### src/rtl/game_pkg.sv
// Shared game-flow definitions: state encodings and health arithmetic.
// Latency: none; this file holds only types, constants and a pure function.
// Backpressure: not applicable.
// Contents: state_t (3-bit codes used by the LED driver and other display
// consumers), HEALTH_W, and dec_sat(), a decrement that saturates at zero.
package game_pkg;

  localparam int HEALTH_W = 3;

  typedef enum logic [2:0] {
    S_IDLE      = 3'd0,
    S_COUNTDOWN = 3'd1,
    S_FIGHT     = 3'd2,
    S_P1_WIN    = 3'd3,
    S_P2_WIN    = 3'd4,
    S_EQ        = 3'd5
  } state_t;

  // A life is only taken when there is one left to take.
  function automatic logic [HEALTH_W-1:0] dec_sat(input logic [HEALTH_W-1:0] h,
                                                  input logic                hit);
    return (hit && (h != '0)) ? h - 1'b1 : h;
  endfunction

endpackage

### src/rtl/match_controller_if.sv
// Match-controller bus: input pulses towards the sequencer, status back out.
// Latency: none; wires only.
// Backpressure: none; every signal is a pulse or a level, with no handshake.
// Ports: master drives start/p1_hit/p2_hit and reads the status buses;
//        slave (the controller) reads the pulses and drives game_state,
//        p1_health, p2_health, countdown and fight_time.
interface match_controller_if;
  import game_pkg::*;

  logic                start;
  logic                p1_hit;
  logic                p2_hit;
  logic [2:0]          game_state;
  logic [HEALTH_W-1:0] p1_health;
  logic [HEALTH_W-1:0] p2_health;
  logic [3:0]          countdown;
  logic [6:0]          fight_time;

  modport master (
    output start, p1_hit, p2_hit,
    input  game_state, p1_health, p2_health, countdown, fight_time
  );

  modport slave (
    input  start, p1_hit, p2_hit,
    output game_state, p1_health, p2_health, countdown, fight_time
  );

endinterface

### src/rtl/match_controller_sec_tick.sv
// One-second tick generator (module sec_tick) with a restartable period.
// Latency: tick is high in the CLK_HZ-th cycle after clr or rst, then every CLK_HZ cycles.
// Backpressure: none; the tick is a free-running one-cycle pulse.
// Ports: clk, rst (sync, active-high), clr (restart the period), tick (out).
module sec_tick #(
  parameter int CLK_HZ = 50000000
) (
  input  logic clk,
  input  logic rst,
  input  logic clr,
  output logic tick
);

  localparam int            CW   = (CLK_HZ > 1) ? $clog2(CLK_HZ) : 1;
  localparam logic [CW-1:0] LAST = CW'(CLK_HZ - 1);

  logic [CW-1:0] cnt;

  // Clearing on the edge that enters a new state makes the first cycle
  // of that state count 0, so its first tick lands exactly CLK_HZ cycles in.
  always_ff @(posedge clk) begin
    if (rst || clr || (cnt == LAST)) begin
      cnt <= '0;
    end else begin
      cnt <= cnt + 1'b1;
    end
  end

  assign tick = (cnt == LAST);

endmodule

### src/rtl/match_controller.sv
// Match sequencer: IDLE -> COUNTDOWN -> FIGHT -> result, tracking player lives.
// Latency: every output is registered; a pulse shows its effect one cycle later.
// Backpressure: none; pulses are consumed or ignored in the cycle they arrive.
// Ports: clk, rst (sync, active-high), bus (match_controller_if.slave).
// Build option: MATCH_TIMEOUT_EN adds the FIGHT time limit (fight_time counts down).
module match_controller
  import game_pkg::*;
#(
  parameter int CLK_HZ      = 50000000,
  parameter int COUNTDOWN_S = 3,
  parameter int FIGHT_S     = 99,
  parameter int MAX_HEALTH  = 3
) (
  input  logic                     clk,
  input  logic                     rst,
  match_controller_if.slave        bus
);

  localparam logic [HEALTH_W-1:0] MAXH    = HEALTH_W'(MAX_HEALTH);
  localparam logic [3:0]          CD_LOAD = 4'(COUNTDOWN_S);

  state_t              state;
  logic [HEALTH_W-1:0] p1, p2;
  logic [HEALTH_W-1:0] p1_nxt, p2_nxt;
  logic [3:0]          cd;
  logic                tick;
  logic                leave;
  logic                ko;
  state_t              ko_res;

`ifdef MATCH_TIMEOUT_EN
  localparam logic [6:0] FT_LOAD = 7'(FIGHT_S);
  logic [6:0] ft;
  logic       time_up;
  state_t     to_res;
`endif

  sec_tick #(.CLK_HZ(CLK_HZ)) u_tick (
    .clk  (clk),
    .rst  (rst),
    .clr  (leave),
    .tick (tick)
  );

  always_comb begin
    p1_nxt = dec_sat(p1, bus.p1_hit);
    p2_nxt = dec_sat(p2, bus.p2_hit);
    // Results are judged on the healths after this cycle's hits.
    ko = (p1_nxt == '0) || (p2_nxt == '0);
    if ((p1_nxt == '0) && (p2_nxt == '0)) ko_res = S_EQ;
    else if (p2_nxt == '0)                ko_res = S_P1_WIN;
    else                                  ko_res = S_P2_WIN;
`ifdef MATCH_TIMEOUT_EN
    time_up = tick && (ft == 7'd1);
    if (p1_nxt > p2_nxt)      to_res = S_P1_WIN;
    else if (p2_nxt > p1_nxt) to_res = S_P2_WIN;
    else                      to_res = S_EQ;
`endif
    // leave restarts the tick period on the same edge that changes state.
    case (state)
      S_IDLE:                     leave = bus.start;
      S_COUNTDOWN:                leave = tick && (cd == 4'd1);
`ifdef MATCH_TIMEOUT_EN
      S_FIGHT:                    leave = ko || time_up;
`else
      S_FIGHT:                    leave = ko;
`endif
      S_P1_WIN, S_P2_WIN, S_EQ:   leave = bus.start;
      default:                    leave = 1'b1;
    endcase
  end

  always_ff @(posedge clk) begin
    if (rst) begin
      state <= S_IDLE;
      p1    <= MAXH;
      p2    <= MAXH;
      cd    <= '0;
`ifdef MATCH_TIMEOUT_EN
      ft    <= '0;
`endif
    end else begin
      case (state)
        S_IDLE: begin
          p1 <= MAXH;
          p2 <= MAXH;
          if (bus.start) begin
            state <= S_COUNTDOWN;
            cd    <= CD_LOAD;
          end
        end
        S_COUNTDOWN: begin
          if (tick) begin
            if (cd == 4'd1) begin
              state <= S_FIGHT;
              cd    <= '0;
`ifdef MATCH_TIMEOUT_EN
              ft    <= FT_LOAD;
`endif
            end else begin
              cd <= cd - 1'b1;
            end
          end
        end
        S_FIGHT: begin
          p1 <= p1_nxt;
          p2 <= p2_nxt;
          // A KO outranks the time limit even on the final tick.
          if (ko) begin
            state <= ko_res;
`ifdef MATCH_TIMEOUT_EN
            ft    <= '0;
          end else if (time_up) begin
            state <= to_res;
            ft    <= '0;
          end else if (tick) begin
            ft <= ft - 1'b1;
`endif
          end
        end
        S_P1_WIN, S_P2_WIN, S_EQ: begin
          if (bus.start) begin
            state <= S_IDLE;
            p1    <= MAXH;
            p2    <= MAXH;
          end
        end
        default: begin
          state <= S_IDLE;
          p1    <= MAXH;
          p2    <= MAXH;
          cd    <= '0;
`ifdef MATCH_TIMEOUT_EN
          ft    <= '0;
`endif
        end
      endcase
    end
  end

  assign bus.game_state = state;
  assign bus.p1_health  = p1;
  assign bus.p2_health  = p2;
  assign bus.countdown  = cd;
`ifdef MATCH_TIMEOUT_EN
  assign bus.fight_time = ft;
`else
  assign bus.fight_time = '0;
`endif

endmodule

### src/flat_wrapper.sv
// flat-port wrapper written by rule: the top's interface ports become plain ports
module match_controller_flat import game_pkg::*;
#(
  parameter int CLK_HZ      = 50000000,
  parameter int COUNTDOWN_S = 3,
  parameter int FIGHT_S     = 99,
  parameter int MAX_HEALTH  = 3
)
  (clk, rst, bus_start, bus_p1_hit, bus_p2_hit, bus_game_state, bus_p1_health, bus_p2_health, bus_countdown, bus_fight_time);
  match_controller_if bus_i ();
  input  logic clk;
  input  logic rst;
  input wire logic [$bits(bus_i.start)-1:0] bus_start;
  input wire logic [$bits(bus_i.p1_hit)-1:0] bus_p1_hit;
  input wire logic [$bits(bus_i.p2_hit)-1:0] bus_p2_hit;
  output wire logic [$bits(bus_i.game_state)-1:0] bus_game_state;
  output wire logic [$bits(bus_i.p1_health)-1:0] bus_p1_health;
  output wire logic [$bits(bus_i.p2_health)-1:0] bus_p2_health;
  output wire logic [$bits(bus_i.countdown)-1:0] bus_countdown;
  output wire logic [$bits(bus_i.fight_time)-1:0] bus_fight_time;
  assign bus_i.start = bus_start;
  assign bus_i.p1_hit = bus_p1_hit;
  assign bus_i.p2_hit = bus_p2_hit;
  assign bus_game_state = bus_i.game_state;
  assign bus_p1_health = bus_i.p1_health;
  assign bus_p2_health = bus_i.p2_health;
  assign bus_countdown = bus_i.countdown;
  assign bus_fight_time = bus_i.fight_time;
  match_controller #(.CLK_HZ(CLK_HZ), .COUNTDOWN_S(COUNTDOWN_S), .FIGHT_S(FIGHT_S), .MAX_HEALTH(MAX_HEALTH)) u_core (.clk(clk), .rst(rst), .bus(bus_i));
endmodule
### config.mk
export PLATFORM = sky130hd
export DESIGN_NAME = match_controller_flat
export DESIGN_NICKNAME = d
export VERILOG_FILES = /design/src/rtl/game_pkg.sv /design/src/rtl/match_controller_if.sv /design/src/rtl/match_controller_sec_tick.sv /design/src/rtl/match_controller.sv /design/src/flat_wrapper.sv
export SDC_FILE = /design/constraint.sdc
export NUM_CORES = 1
export LEC_CHECK = 0
export CAP_MARGIN = 15
export CORE_MARGIN = 3
export CORE_UTILIZATION = 60
export DETAILED_ROUTE_END_ITERATION = 8
export PLACE_DENSITY = 0.91
export SETUP_SLACK_MARGIN = 0.2
export SLEW_MARGIN = 25
export SYNTH_ARGS = -nofsm -noshare
export SYNTH_HDL_FRONTEND = slang
export SYNTH_HIERARCHICAL = 1
export SYNTH_SLANG_ARGS = --single-unit
export TNS_END_PERCENT = 20
### constraint.sdc
create_clock -name clk -period 7.9 [get_ports clk]
set_input_delay 1.185 -clock clk [delete_from_list [all_inputs] [get_ports clk]]
set_output_delay 1.185 -clock clk [all_outputs]
set_load 0.03 [all_outputs]
==> summary.md <==
| Metric | Value |
|---|---|
| Mapped cell area | 2260 µm² |
| Sink Count | 39 |
| Final hold violations | 0 |
| Worst R2R End | u_core/u_tick/cnt[25] |
| DP HPWL | 3220 µm |
| First-pass GRT wire length | 7730 µm |
| Worst slew margin | 0.394 |
| Synth top area share | 0.346 |
| DP Area | 2390 µm² |
| FF-to-FF Start | u_core/u_tick/cnt[0] |
| Layout area overhead | 9.48% |
| Final setup viols | 0 |
| Largest net degree at the start of global routing | 25 |
| Reg2Reg Depth | 9 |
| Mux contribution to synthesized area | 0.00887 |
| Worst vdd ir | 0.000104 V |
| Crit path launch type | input port |
| Initial antenna violation count | 0 |
| Worst EP required | 8120 ps |
| Netlist cell types | 55 |
| Fin nets | 298 |
| Tcrit/Tclk final | 0.406 |
| CTS tree | built |
| Crit Path Max Fanout | 7 |
| Max incr delay on CP | 460 ps |
| Worst skew pair latency | 290 ps |
| CP max stage cell | clkdlybuf4s50_1 |
| Core area | 3470 µm² |
| Post-synth EDFFs | 0 |
| Port Buffers | 17 |
| Clock Skew | 5.08 ps |
| Post-route ant nets | 0 |
| Commonest cells in the synthesized netlist | 39 x dfxtp_1, 29 x nor2_1, 18 x o21ai_0 |
| Final instance area | 2470 µm² |
| Layout cells sized above 1 | 0.0915 |
| Clk root buf | clkbuf_8 |
| Type of the tightest min-delay check | register to register |
| Hold WS | 485 ps |
| Setup TNS | 0 ps |
| Largest family of logic cells by synthesized area | simple AND/OR/NAND/NOR gates |
| Global route overflow | 0 |
| Hold Path Origin | u_core/u_tick/cnt[0] |
| Area contributors post-synth | dfxtp_1 35%, ha_1 5.5%, nor2_1 4.8% |
| Die X | 67.3 µm |
| Period minus WS final | 3210 ps |
| Lkg Pwr | 0.862 nW |
| R2R Setup Slk | 4930 ps |
| Synthesized instance count | 268 |
| Wire per inst | 13.6 µm |
| Synth Area in Adders | 0.0554 |
| Area leader, netlist | dfxtp_1 |
| Vias in the first global route | 1815 |
| # DRC | 0 |
| Synthesized flop and latch total | 39 |
| DR vias | 1964 |
| Routability cong. | 0.788 |
| CTS buffer count | 5 |
| Synth Area in XOR/XNOR | 0.0543 |
| Synth Area per Inst | 8.42 µm² |
| Compound-Gate Fraction of Synth Area | 0.158 |
| # rows | 21 |
| Total track usage | 0.220 |
| Synth async-reset ratio | 0 |
| Fmax | 0.312 GHz |
| Vias per Instance | 5.95 |
| Crit. End Element | register |
| PwrDens | 152 nW/µm² |
| CTS Hold Buffers Added | 0 |
| Io pins | 25 |
| Seq/Total Area, Yosys | 0.346 |
| RSZ-0062 raised after global routing | false |
| Status | finished, final reports clean |
| Worst-path clk slew | 70 ps |
| Clock Tree Buf Depth | 2 |
| Worst Hold End | u_core/u_tick/cnt[0] |
| Simple logic cell fraction of the synthesized area | 0.304 |
| Die Ht | 67.3 µm |
| 1st-iter DRT viols | 190 |
| Count leader, synth | dfxtp_1 |
| Count of TritonRoute iterations in the first routing pass | 4 |
| Post-cts resize count | 0 |
| Setup Buffers After CTS | 0 |
| Worst setup path category | input port to register |
| Actual slew at the worst max-slew pin | 909 ps |
| H-tree levels | 2 |
| Final slew viol count | 0 |
| Crit path DAT | 3420 ps |
| Initial core utilization | 0.651 |
| Critical-path cell list | clkdlybuf4s50_1, nor2b_1, or4_1, nand2_1, o21ai_0, nand3_1, or3_1, or4_1, o21ai_0 |
| Die area | 4530 µm² |
| Max Cap Viol | 0 |
| Final wirelength | 4470 µm |
| # diodes | 0 |
| Synthesis Warnings | 6 |
| Dominant synthesized flop cell | dfxtp_1 |
| Hold depth | 1 |
## per-stage QoR
| step | power [mW] | std cells | utilization | setup slack, ps |
|---|---|---|---|---|
| final | 0.376 | 330 | 0.712 | 4690 |
| after global routing | 0.395 | 330 | 0.712 | 4500 |
| after CTS | 0.382 | 330 | 0.712 | 4720 |
| after detailed placement | 0.254 | 322 | 0.689 | 4410 |
| after global placement | 0.252 | 322 | 0.689 | 4480 |
| after floorplan | 0.246 | 274 | - | 5080 |
## flip-flops by register name (all words and copies together), names as in the netlist
| name | count |
|---|---|
| u_core/bus.game_state | 3 |
| u_core/bus.p1_health | 3 |
| u_core/bus.p2_health | 3 |
| u_core/bus.countdown | 4 |
| u_core/u_tick/cnt | 26 |
## power breakdown
group	internal [mW]	total, mW	switching, mW
clock	0.0619	0.127	0.0649
combinational	0.0168	0.0444	0.0276
sequential	0.200	0.205	0.00521
total	0.278	0.376	0.0977
## cell families (layout without fill, tap and decap cells)
logic type	count (synthesis)	after routing
XOR/XNOR	14	14
AO/OA/AOI/OAI	56	56
AND/OR/NAND/NOR	119	119
flip-flops	39	39
multiplexers	2	2
adder cells (fa/ha/maj)	10	10
other	1	7
buffers and inverters	27	37
## final cells by class
cell class	instances	area [µm²]
timing repair buffer	17	170
clock buffer	7	76.3
sequential	39	781
inverter	12	45.0
tap	46	57.6
clock inverter	1	5.00
fill	286	997
multi-input combinational	208	1340
## layout by cell type, fill, tap and decap left out, types with 10 or more instances in the layout
cell type	instances
nor2_1	29
ha_1	10
nand2_1	12
o21ai_0	18
inv_1	12
a21oi_1	16
clkdlybuf4s50_1	17
dfxtp_1	39
nand3_1	13
nand4_1	12
## critical path, delay by kind of cell
kind            cells  cell delay, ps
compound gates      2             240
buf+inv             1             460
simple gates        6            1560
## how the worst max path moves through the flow
stage	to	from	slack (ps)	depth (start not counted)
final	u_core/u_tick/cnt[23]	bus_p1_hit	4690	9
after global routing	u_core/u_tick/cnt[25]	bus_p1_hit	4500	9
after CTS	u_core/u_tick/cnt[23]	bus_p1_hit	4720	9
after detailed placement	u_core/u_tick/cnt[23]	bus_p1_hit	4410	9
after global placement	u_core/u_tick/cnt[23]	bus_p1_hit	4480	9
after floorplan	u_core/u_tick/cnt[23]	bus_p1_hit	5080	9
## routing by layer
| metal | track usage | wire length (µm) | vias to the layer above |
|---|---|---|---|
| met5 | 0 | 0 | - |
| met4 | 0.0835 | 51 | 0 |
| met3 | 0.0449 | 175 | 6 |
| met2 | 0.391 | 2240 | 39 |
| met1 | 0.257 | 2010 | 925 |
| li1 | - | - | 994 |
(Power assumes the default switching activity.)
